File: src/rtl/msrv32_pkg.sv
// Shared definitions for the fetch/flush controller and the decode mux.
package msrv32_pkg;

  localparam logic [1:0] FF_RST_FLUSH = 2'd0;
  localparam logic [1:0] FF_RUN       = 2'd1;
  localparam logic [1:0] FF_WAIT_MEM  = 2'd2;
  localparam logic [1:0] FF_SQUASH    = 2'd3;

  // addi x0, x0, 0 -- injected by the decode mux while flush is high
  localparam logic [31:0] NOP_INSTR = 32'h00000013;

endpackage

File: src/rtl/msrv32_bubble_counter.sv
// Loadable down-counter with zero flag; holds at zero instead of wrapping.
module msrv32_bubble_counter #(
  parameter int unsigned CNT_W = 4,
  parameter logic [CNT_W-1:0] RST_VAL = '0
) (
  input  logic             clk,
  input  logic             rst_n,
  input  logic             load,
  input  logic [CNT_W-1:0] load_val,
  input  logic             dec,
  output logic             zero
);

  logic [CNT_W-1:0] cnt;

  always_ff @(posedge clk or negedge rst_n) begin
    if (!rst_n) begin
      cnt <= RST_VAL;
    end else if (load) begin
      cnt <= load_val;
    end else if (dec && (cnt != '0)) begin
      cnt <= cnt - 1'b1;
    end
  end

  assign zero = (cnt == '0);

endmodule

File: src/rtl/msrv32_fetch_flush_ctrl.sv
// Fetch pacing / decode flush sequencer. Define MSRV32_FLUSH_PERF_EN to add
// a saturating count of accepted redirects on flush_count_out.
//
// state        | meaning
// FF_RST_FLUSH | post-reset bubbles, no fetch, redirect/stall ignored
// FF_RUN       | normal fetch; word valid when imem ready
// FF_WAIT_MEM  | fetch outstanding, imem not ready
// FF_SQUASH    | bubbles after redirect while fetching the target
module msrv32_fetch_flush_ctrl
  import msrv32_pkg::*;
#(
  parameter int unsigned RST_FLUSH_CYCLES = 2,
  parameter int unsigned FLUSH_DEPTH      = 1,
  parameter int unsigned CNT_W            = 4
) (
  input  logic        ms_riscv32_mp_clk_in,
  input  logic        ms_riscv32_mp_rst_in,
  input  logic        redirect_in,
  input  logic        ms_riscv32_mp_instr_hready_in,
  input  logic        stall_in,
  output logic        flush_out,
  output logic        instr_req_out,
  output logic        instr_valid_out,
  output logic        pc_load_out
`ifdef MSRV32_FLUSH_PERF_EN
  ,
  output logic [31:0] flush_count_out
`endif
);

  localparam logic [CNT_W-1:0] RST_RELOAD = CNT_W'(RST_FLUSH_CYCLES - 1);
  localparam logic [CNT_W-1:0] SQ_RELOAD  = CNT_W'(FLUSH_DEPTH - 1);

  logic [1:0] state, state_nxt;
  logic       cnt_load, cnt_dec, cnt_zero;
  logic       hready;

  assign hready = ms_riscv32_mp_instr_hready_in;

  msrv32_bubble_counter #(
    .CNT_W   (CNT_W),
    .RST_VAL (RST_RELOAD)
  ) u_bubble_counter (
    .clk      (ms_riscv32_mp_clk_in),
    .rst_n    (ms_riscv32_mp_rst_in),
    .load     (cnt_load),
    .load_val (SQ_RELOAD),
    .dec      (cnt_dec),
    .zero     (cnt_zero)
  );

  always_ff @(posedge ms_riscv32_mp_clk_in or negedge ms_riscv32_mp_rst_in) begin
    if (!ms_riscv32_mp_rst_in) state <= FF_RST_FLUSH;
    else                       state <= state_nxt;
  end

  always_comb begin
    state_nxt       = state;
    cnt_load        = 1'b0;
    cnt_dec         = 1'b0;
    flush_out       = 1'b0;
    instr_req_out   = 1'b0;
    instr_valid_out = 1'b0;
    pc_load_out     = 1'b0;
    case (state)
      FF_RST_FLUSH: begin
        flush_out = 1'b1;
        cnt_dec   = 1'b1;
        if (cnt_zero) state_nxt = FF_RUN;
      end
      FF_RUN: begin
        instr_req_out = 1'b1;
        if (redirect_in) begin
          pc_load_out = 1'b1;
          cnt_load    = 1'b1;
          state_nxt   = FF_SQUASH;
        end else if (!hready) begin
          state_nxt = FF_WAIT_MEM;
        end else begin
          // a stalled back end keeps the current word, so the PC must hold
          instr_valid_out = 1'b1;
          pc_load_out     = !stall_in;
        end
      end
      FF_WAIT_MEM: begin
        instr_req_out = 1'b1;
        if (redirect_in) begin
          pc_load_out = 1'b1;
          cnt_load    = 1'b1;
          state_nxt   = FF_SQUASH;
        end else if (hready) begin
          state_nxt = FF_RUN;
        end
      end
      default: begin
        flush_out     = 1'b1;
        instr_req_out = 1'b1;
        if (redirect_in) begin
          pc_load_out = 1'b1;
          cnt_load    = 1'b1;
        end else if (!cnt_zero) begin
          cnt_dec = 1'b1;
        end else begin
          state_nxt = hready ? FF_RUN : FF_WAIT_MEM;
        end
      end
    endcase
  end

`ifdef MSRV32_FLUSH_PERF_EN
  logic [31:0] flush_count;

  always_ff @(posedge ms_riscv32_mp_clk_in or negedge ms_riscv32_mp_rst_in) begin
    if (!ms_riscv32_mp_rst_in) begin
      flush_count <= '0;
    end else if (redirect_in && (state != FF_RST_FLUSH) && (flush_count != 32'hFFFF_FFFF)) begin
      flush_count <= flush_count + 32'd1;
    end
  end

  assign flush_count_out = flush_count;
`endif

endmodule

File: config.mk
export PLATFORM = sky130hd
export DESIGN_NAME = msrv32_fetch_flush_ctrl
export DESIGN_NICKNAME = d
export VERILOG_FILES = /design/src/rtl/msrv32_pkg.sv /design/src/rtl/msrv32_bubble_counter.sv /design/src/rtl/msrv32_fetch_flush_ctrl.sv
export SDC_FILE = /design/constraint.sdc
export NUM_CORES = 1
export LEC_CHECK = 0
export CAP_MARGIN = 5
export CORE_AREA = 2 2 39 41
export DETAILED_ROUTE_END_ITERATION = 16
export DIE_AREA = 0 0 41 43
export GPL_ROUTABILITY_DRIVEN = 0
export MAX_ROUTING_LAYER = met4
export PLACE_DENSITY = 0.66
export SYNTH_ARGS = -nofsm -noshare
export SYNTH_HDL_FRONTEND = slang
export SYNTH_SLANG_ARGS = --single-unit
File: constraint.sdc
create_clock -name ms_riscv32_mp_clk_in -period 1.6 [get_ports ms_riscv32_mp_clk_in]
set_clock_uncertainty 0.2 [all_clocks]
set_input_delay 0.32 -clock ms_riscv32_mp_clk_in [delete_from_list [all_inputs] [get_ports ms_riscv32_mp_clk_in]]
set_output_delay 0.32 -clock ms_riscv32_mp_clk_in [all_outputs]
set_load 0.01 [all_outputs]
==> flow_summary.json <==
{
  "outcome": "finished with violations",
  "violations": "negative setup slack",
  "fin_crit_ps": 1790,
  "maxCapViolations": 0,
  "synth_cell_types": 22,
  "p_per_area_nw_per_um2": 2220,
  "synth_warnings": 0,
  "grt.overflow.total": 0,
  "cts_tree": "done",
  "slew_headroom": 0.823,
  "htree_levels": 1,
  "portBuffers": 8,
  "reg2regPathDepth": 6,
  "nets": 88,
  "path_buf_inv": 2,
  "rows": 14,
  "synth_ff_type": "dfrtp_1",
  "cp.depth": 6,
  "irDropWorstVdd_v": 0.000876,
  "setup_tns_ps": -1020,
  "dr.pass1.iters": 2,
  "cts.sinks": 6,
  "cp.required_ps": 1080,
  "area_growth_pct": 68.7,
  "track_usage": 0.166,
  "drt_iter0_drc": 1,
  "path_clk_slew_ps": 50,
  "critPathCaptureType": "output pin",
  "die_w_um": 41,
  "ys_top_cells_by_area": "dfrtp_1 (25%), ha_1 (12%), mux2i_1 (7.9%)",
  "tightest_slew_ps": 264,
  "grt_pass1_vias": 497,
  "place_hpwl_um": 852,
  "layout-drive-gt1-share": 0.688,
  "die_h_um": 43,
  "slowest_delay_ps": 360,
  "syn_inst": 50,
  "rsz0062_at_grt": "yes",
  "critical_path.top_delay_family": "flip-flops",
  "seq_area_frac_synth": 0.300,
  "holdCritPathClass": "input pin to async pin",
  "root_buffer": "clkbuf_4",
  "cts-buffers-inserted": 3,
  "ys_top_cells_by_count": "inv_1 (7), dfrtp_1 (5), ha_1 (5)",
  "yosysTopAreaCellShare": 0.248,
  "clkLatencyLatePin_ps": 240,
  "synthArstFlopShare": 1.00,
  "setup_violations": 9,
  "syn-num-nets": 60,
  "yosysTopAreaCell": "dfrtp_1",
  "syn_area_um2": 504,
  "setup_ws_ps": -186,
  "worstPathCellList": "inv_2, ha_4, and2b_4, nor2_2, nor2_2, buf_2",
  "grt_max_degree": 7,
  "vias": 447,
  "yosysMostFrequentCell": "inv_1",
  "grt_pass1_wl_um": 1930,
  "synth-edff-count": 0,
  "critical_path.max_fanout": 2,
  "dieArea_um2": 1760,
  "boundaryPins": 9,
  "clockBufferDepth": 2,
  "ys_ff_latch": 6,
  "worst_setup_path_start_kind": "register",
  "antenna_left": 0,
  "critPathMostFrequentCell": "nor2_2",
  "syn_area_per_cell_um2": 10.1,
  "routedWlPerCell_um": 12.2,
  "drv_slew": 0,
  "power_leakage_nw": 0.392,
  "core_um2": 1380,
  "finalHoldViolations": 0,
  "period_share": 1.12,
  "drc": 0,
  "n_antenna_cell": 0,
  "antenna_found_initial": 0,
  "slowest_stage": "dfrtp_1",
  "path_class": "register to output pin",
  "arrival_ps": 1270,
  "wl_um": 1140,
  "initial_core_util": 0.364,
  "finish.utilization": 0.615,
  "clock.fmax_mhz": 560,
  "vias_per_cell": 4.81
}
[worst paths after layout]
path / startpoint / to / slack [ps]
worst min-delay path: ms_riscv32_mp_rst_in / u_bubble_counter.cnt[3] / 110
worst max-delay path: state[1] / pc_load_out / -190
max in group asynchronous: ms_riscv32_mp_rst_in / u_bubble_counter.cnt[0] / 820
min in group ms_riscv32_mp_clk_in: u_bubble_counter.cnt[3] / u_bubble_counter.cnt[3] / 350
worst max register to register: state[0] / u_bubble_counter.cnt[1] / -180
worst min register to register: u_bubble_counter.cnt[3] / u_bubble_counter.cnt[3] / 350
[worst register-to-register path: stages, from the launching register on]
cell	delay (ps)
dfrtp_1	380
buf_4	150
ha_2	190
nand2b_4	140
a22oi_4	220
mux2_4	340
nor2_4	80
[flip-flops by register name, indices dropped and copies added, names as in the netlist]
register / cells
state: 2
u_bubble_counter.cnt: 4
[cell type report]
type,count,area [um^2]
flip-flops and latches,6,151
repair buffers,23,199
clock buffers,4,26.3
fillers,113,533
inverters,7,26.3
well taps,16,20.0
multi-input cells,37,428
[placed cells by master (no fill, tap or decap), types with 3 or more instances in the layout]
cell type	count
dfrtp_1	5
clkdlybuf4s50_1	3
clkbuf_4	3
buf_4	11
ha_4	4
buf_6	6
mux2i_1	3
nor2_4	3
inv_2	5
a21oi_1	3
[metrics by stage]
stage               area, um^2  hold WS (ps)  setup WS (ps)  total power, mW  std cells
finish                     851           108           -186             1.89         93
global route               851           103           -277             2.05         93
CTS                        821           106           -211             1.79         92
detailed placement         729           350           -529             1.46         88
global placement           729           344           -532             1.42         88
floorplan                  524          -176          -51.0             1.00         50
[metal layers]
layer / track usage / part of all wire / vias up
met2: 0.269 / 0.56 / 10
li1: - / - / 219
met5: - / 0 / -
met4: 0.120 / 0.016 / 0
met3: 0.0314 / 0.029 / 2
met1: 0.164 / 0.39 / 216
[repair_timing]
| item | 4_1_cts | 5_1_grt |
|---|---|---|
| hold buffers | 0 | 0 |
| endpoints found under the setup margin | 10 | 10 |
| setup buffers | 0 | 1 |
| pin swaps | 6 | 6 |
| resized for setup | 33 | 7 |
[power by group]
| group | internal (mW) | total, mW | switching [mW] |
|---|---|---|---|
| clock | 0.0943 | 0.147 | 0.0526 |
| combinational | 0.821 | 1.47 | 0.647 |
| sequential | 0.223 | 0.277 | 0.0534 |
[kinds of logic after synthesis]
logic type / synth area share
buffers and inverters: 0.0521
xor gates and xnor gates: 0.0174
AOI/OAI and AO/OA: 0.156
muxes: 0.139
and+or+nand+nor: 0.211
DFF: 0.300
adders and majority gates: 0.124
(Power assumes the default switching activity.)
